--- src/rtl/cpu_pkg.sv ---
// Shared definitions for the 8-bit accumulator CPU and its memory-side responder.
// Holds bus geometry, the opcode map and the responder state encoding.
package cpu_pkg;

  localparam int CPU_ADDR_W    = 5;
  localparam int CPU_DATA_W    = 8;
  localparam int CPU_TRAP_ADDR = 31;

  localparam logic [2:0] OP_HLT = 3'd0;
  localparam logic [2:0] OP_LDA = 3'd1;
  localparam logic [2:0] OP_ADD = 3'd2;
  localparam logic [2:0] OP_STO = 3'd3;
  localparam logic [2:0] OP_SUB = 3'd4;
  localparam logic [2:0] OP_JNZ = 3'd5;
  localparam logic [2:0] OP_JNC = 3'd6;
  localparam logic [2:0] OP_JMP = 3'd7;

  typedef enum logic [1:0] {
    ST_IDLE,
    ST_WAIT,
    ST_RESP
  } rsp_state_e;

endpackage

--- src/rtl/mem_array_32x8.sv ---
// Unified instruction/data register file: one synchronous write port,
// one asynchronous read port, every word cleared by reset.
module mem_array_32x8 #(
  parameter int ADDR_W = 5,
  parameter int DATA_W = 8
) (
  input  logic              clock,
  input  logic              reset_n,
  input  logic              wr_en,
  input  logic [ADDR_W-1:0] wr_addr,
  input  logic [DATA_W-1:0] wr_data,
  input  logic [ADDR_W-1:0] rd_addr,
  output logic [DATA_W-1:0] rd_data
);

  localparam int DEPTH = 1 << ADDR_W;

  logic [DATA_W-1:0] mem_q [DEPTH];

  // NOTE: this store is built from flops, not a RAM macro, so it can and must
  // be cleared on reset; a RAM-backed store would instead need an init sweep.
  always_ff @(posedge clock or negedge reset_n) begin
    if (!reset_n) begin
      for (int i = 0; i < DEPTH; i++) mem_q[i] <= '0;
    end else if (wr_en) begin
      mem_q[wr_addr] <= wr_data;
    end
  end

  assign rd_data = mem_q[rd_addr];

endmodule

--- src/rtl/cpu_mem_responder.sv ---
// Memory-side responder for the CPU MA/MD bus: req/ack handshake with
// programmable wait states, loader preload port and trap-word detection.
module cpu_mem_responder
  import cpu_pkg::*;
#(
  parameter int ADDR_W    = CPU_ADDR_W,
  parameter int DATA_W    = CPU_DATA_W,
  parameter int WAIT      = 1,
  parameter int TRAP_ADDR = CPU_TRAP_ADDR
) (
  input  logic              clock,
  input  logic              reset_n,
  input  logic              req,
  input  logic              we,
  input  logic [ADDR_W-1:0] addr,
  input  logic [DATA_W-1:0] wdata,
  output logic              ack,
  output logic [DATA_W-1:0] rdata,
  output logic              trap,
  input  logic              load_en,
  input  logic [ADDR_W-1:0] load_addr,
  input  logic [DATA_W-1:0] load_data,
  output logic              load_ready
);

  localparam logic [2:0] WAIT_CNT = 3'(WAIT);

  rsp_state_e        state_q, state_d;
  logic [2:0]        cnt_q, cnt_d;
  logic [ADDR_W-1:0] addr_q, addr_d;
  logic              we_q, we_d;
  logic [DATA_W-1:0] wdata_q, wdata_d;
  logic [DATA_W-1:0] rdata_q, rdata_d;

  logic              mem_we;
  logic [ADDR_W-1:0] mem_waddr;
  logic [DATA_W-1:0] mem_wdata;
  logic [ADDR_W-1:0] mem_raddr;
  logic [DATA_W-1:0] mem_rdata;

  mem_array_32x8 #(
    .ADDR_W(ADDR_W),
    .DATA_W(DATA_W)
  ) u_mem (
    .clock  (clock),
    .reset_n(reset_n),
    .wr_en  (mem_we),
    .wr_addr(mem_waddr),
    .wr_data(mem_wdata),
    .rd_addr(mem_raddr),
    .rd_data(mem_rdata)
  );

  // NOTE: every signal assigned here gets a default first, so no path can
  // leave one unassigned and infer a latch.
  always_comb begin
    state_d   = state_q;
    cnt_d     = cnt_q;
    addr_d    = addr_q;
    we_d      = we_q;
    wdata_d   = wdata_q;
    rdata_d   = rdata_q;
    mem_we    = 1'b0;
    mem_waddr = load_addr;
    mem_wdata = load_data;
    mem_raddr = addr_q;

    unique case (state_q)
      ST_IDLE: begin
        if (load_en) begin
          mem_we = 1'b1;
        end else if (req) begin
          addr_d    = addr;
          we_d      = we;
          wdata_d   = wdata;
          cnt_d     = WAIT_CNT;
          mem_raddr = addr;
          // With no wait states the read data must be captured straight from the bus address.
          if (WAIT == 0) begin
            state_d = ST_RESP;
            if (!we) rdata_d = mem_rdata;
          end else begin
            state_d = ST_WAIT;
          end
        end
      end
      ST_WAIT: begin
        cnt_d = cnt_q - 3'd1;
        if (cnt_q == 3'd1) begin
          state_d = ST_RESP;
          if (!we_q) rdata_d = mem_rdata;
        end
      end
      ST_RESP: begin
        state_d = ST_IDLE;
        if (we_q) begin
          mem_we    = 1'b1;
          mem_waddr = addr_q;
          mem_wdata = wdata_q;
        end
      end
      default: state_d = ST_IDLE;
    endcase
  end

  // NOTE: sequential state uses non-blocking assignments so all flops update
  // together from values sampled at the same edge.
  always_ff @(posedge clock or negedge reset_n) begin
    if (!reset_n) begin
      state_q <= ST_IDLE;
      cnt_q   <= '0;
      addr_q  <= '0;
      we_q    <= 1'b0;
      wdata_q <= '0;
      rdata_q <= '0;
    end else begin
      state_q <= state_d;
      cnt_q   <= cnt_d;
      addr_q  <= addr_d;
      we_q    <= we_d;
      wdata_q <= wdata_d;
      rdata_q <= rdata_d;
    end
  end

  assign ack        = (state_q == ST_RESP);
  assign trap       = ack && !we_q && (addr_q == ADDR_W'(TRAP_ADDR));
  assign rdata      = rdata_q;
  assign load_ready = (state_q == ST_IDLE);

endmodule
--- config.mk ---
export PLATFORM = sky130hd
export DESIGN_NAME = cpu_mem_responder
export DESIGN_NICKNAME = d
export VERILOG_FILES = /design/src/rtl/cpu_pkg.sv /design/src/rtl/mem_array_32x8.sv /design/src/rtl/cpu_mem_responder.sv
export SDC_FILE = /design/constraint.sdc
export NUM_CORES = 1
export LEC_CHECK = 0
export CORE_MARGIN = 5
export CORE_UTILIZATION = 27
export DETAILED_ROUTE_END_ITERATION = 16
export HOLD_SLACK_MARGIN = 0.05
export PLACE_DENSITY_LB_ADDON = 0.25
export SLEW_MARGIN = 20
export SYNTH_ARGS = -nofsm -noshare
export SYNTH_HDL_FRONTEND = slang
export SYNTH_SLANG_ARGS = --single-unit
--- constraint.sdc ---
create_clock -name clock -period 2.9 [get_ports clock]
set_input_delay 0.58 -clock clock [delete_from_list [all_inputs] [get_ports clock]]
set_output_delay 0.58 -clock clock [all_outputs]
set_load 0.1 [all_outputs]
==> flow_summary.toml <==
[power_and_ir_drop]
p_clk_share_pct = 25.1
p_per_area_nw_per_um2 = 1050
power_frac_comb_pct = 36.2
p_int_uw = 11600
vdd_drop_max_mv = 0.399
power_uw = 17400
p_leak_uw = 0.00761
power.switching_uw = 5880
p_sw_share_pct = 33.7
power_frac_seq_pct = 38.8

[timing]
fin_setup_tns_ns = 0
min_period_over_period_pct = 95.8
drv_slew = 0
clock_skew_ns = 0.0241
setup_violations = 0
min_period_ns = 2.78
hold_violations = 0
max_slew_margin_pct = 46.8
tightest_slew_ns = 0.798
fin_hold_ws_ns = 0.474
rsz0062_at_grt = "no"
max_clock_freq_ghz = 0.360

[clock_tree]
clock_path_buffers = 3
cts_buffers = 35
cts_setup_buffers = 0
cts.clk_slew.worst_paths_ns = 0.06
cts_sinks = 283
htreeDepth = 2
cts_tree = "built"
clkLatencyLatePin_ns = 0.53
cts-root-buf = "clkbuf_16"

[floorplanning]
io_pins = 42
core-area_sq_um = 51200
die_h_um = 237
die_area_sq_um = 56200
die_w_um = 237
start_util_pct = 27.2
rows = 83

[min_path]
hold_path.class = "reg -> reg"

[global_route]
grt_overflow = 0
grt_use_total_pct = 13.8
grt_max_degree = 71
grt_pass1_vias = 9080
antenna_found_initial = 1
grt_pass1_wl_um = 59700

[final_layout]
final_common_cell = "dfrtp_1"
final_cell_mix = "dfrtp_1, mux2_2, mux4_2, buf_4, mux2i_1"
area_growth_pct = 19.6
antenna_cells = 0
final_area_sq_um = 16600
fillerInstances = 5011
final_cells = 1753
nNetsFinal = 1080
drive_gt1_share_pct = 45.9

[setup_path]
start_kind = "register"
endpoint_kind = "primary output"
cp.required_ns = 2.32
critPathMaxFanout = 10
crit_arrival_ns = 2.20
critical_path_class = "reg -> out"

[yosys]
avgSynthCellArea_sq_um = 14.2
synth-warning-count = 0
netlist_area_sq_um = 13900
syn_nets = 1014
syn-instance-count = 981
synth_seq_area_share_pct = 50.9
synth_cell_types = 50
ys_seq_elements = 283
async_flop_share_pct = 100
synth_edf_count = 0
synth-main-ff-cell = "dfrtp_1"

[flow_run]
max-cap-violations = 0

[place]
hpwl_um = 25700
placed_area_sq_um = 15500
io_buffers = 41
place_inst = 1689
gp_congestion = 0.814

[routing]
dr_total_vias = 8437
vias_per_cell = 4.81
wire_per_inst_um = 22.1
first_pass_iters = 4
drt_wl_total_um = 38700
ant_nets = 0
drc_errors = 0
drt-initial-drc-count = 449

[run_status]
status = "finished clean"
-- power by group through the flow --
stage / logic [uW] / clock network, uW / registers (uW)
after detailed placement: 6380 / 0 / 6830
after global routing: 6830 / 4650 / 6980
after CTS: 6400 / 4500 / 6770
after global placement: 6290 / 0 / 6770
final: 6310 / 4370 / 6760
after floorplan: 4450 / 0 / 6660
-- cell usage after synthesis, types with 4 or more instances --
| cell type | count | area share (%) |
|---|---|---|
| mux4_2 | 56 | 9.1 |
| clkbuf_1 | 39 | 1.1 |
| o21ai_0 | 4 | 0.14 |
| nand2_1 | 49 | 1.3 |
| buf_1 | 5 | 0.13 |
| and2_1 | 9 | 0.40 |
| nand2_2 | 20 | 0.90 |
| a21oi_1 | 13 | 0.47 |
| a22oi_1 | 22 | 1.2 |
| dfrtp_1 | 283 | 51 |
| nor2b_1 | 28 | 1.3 |
| nor4_1 | 5 | 0.22 |
| mux2_1 | 7 | 0.57 |
| nor3_1 | 6 | 0.22 |
| nand2_4 | 4 | 0.32 |
| buf_2 | 9 | 0.32 |
| nor2_1 | 12 | 0.32 |
| buf_4 | 11 | 0.59 |
| mux2i_1 | 50 | 3.6 |
| o22ai_1 | 5 | 0.22 |
| mux2_2 | 265 | 21 |
| a211oi_1 | 18 | 0.97 |
| nand3_1 | 4 | 0.14 |
| a22o_1 | 5 | 0.31 |
| buf_6 | 9 | 0.73 |
| mux2_4 | 5 | 0.54 |
| inv_1 | 4 | 0.11 |
-- cells by family after synthesis --
group	count (synthesis)	synth area share [%]
mux	384	35.4
flops	283	50.9
simple gates	157	6.65
buf+inv	78	2.98
compound gates	75	3.78
xor+xnor	2	0.126
fa+ha+maj	2	0.180
-- sequential cells by signal, summed over array words and instances, names as in the netlist --
name and count:
addr_q 5, state_q 2, u_mem.mem_q 256, wdata_q 8
cnt_q 3, rdata 8, we_q 1
-- worst paths after layout --
path | cells after the start | slack [ns] | start | to
max | 4 | 0.12 | addr_q[1] | trap
min | 2 | 0.47 | wdata_q[6] | wdata_q[6]
max reg2reg | 7 | 0.35 | we_q | u_mem.mem_q[103]
min reg2reg | 2 | 0.47 | wdata_q[6] | wdata_q[6]
max in group asynchronous | 3 | 1.46 | reset_n | u_mem.mem_q[118]
min in group asynchronous | 2 | 0.64 | reset_n | rdata[6]
-- final cells by class --
class	instances	area, sq um	share of cell area [%]
clock buffer	56	1090	6.53
clock inverter	7	78.8	0.474
inverter	4	15.0	0.0903
multi-input combinational	620	6440	38.7
sequential	283	7090	42.6
tap	680	851	5.11
timing repair buffer	103	1080	6.50
-- through the flow --
step	setup WS (ns)	util, %
final	0.122	32.5
after global routing	0.0708	32.5
after CTS	0.0924	32.5
after detailed placement	0.0991	30.2
after global placement	0.0909	30.2
after floorplan	0.0325	-
-- critical path, stage by stage, from the launching register on --
cell and delay (ns):
dfrtp_1 0.66, and2_1 0.23, nand3_1 0.19, nor4b_4 0.37, buf_12 0.22
-- routing by layer --
metal,vias up,wire length [um],global-route usage [%]
met5,-,0,0
li1,3773,-,-
met4,0,692,3.25
met1,4479,17700,18.8
met3,42,1650,2.50
met2,143,18600,22.8
-- repair_timing --
action / in CTS / in global routing
resized for setup: 0 / 0
hold buffers: 1 / 0
hold endpoints to repair: 33 / 0
Note: power is estimated with default switching activity, not from simulation.
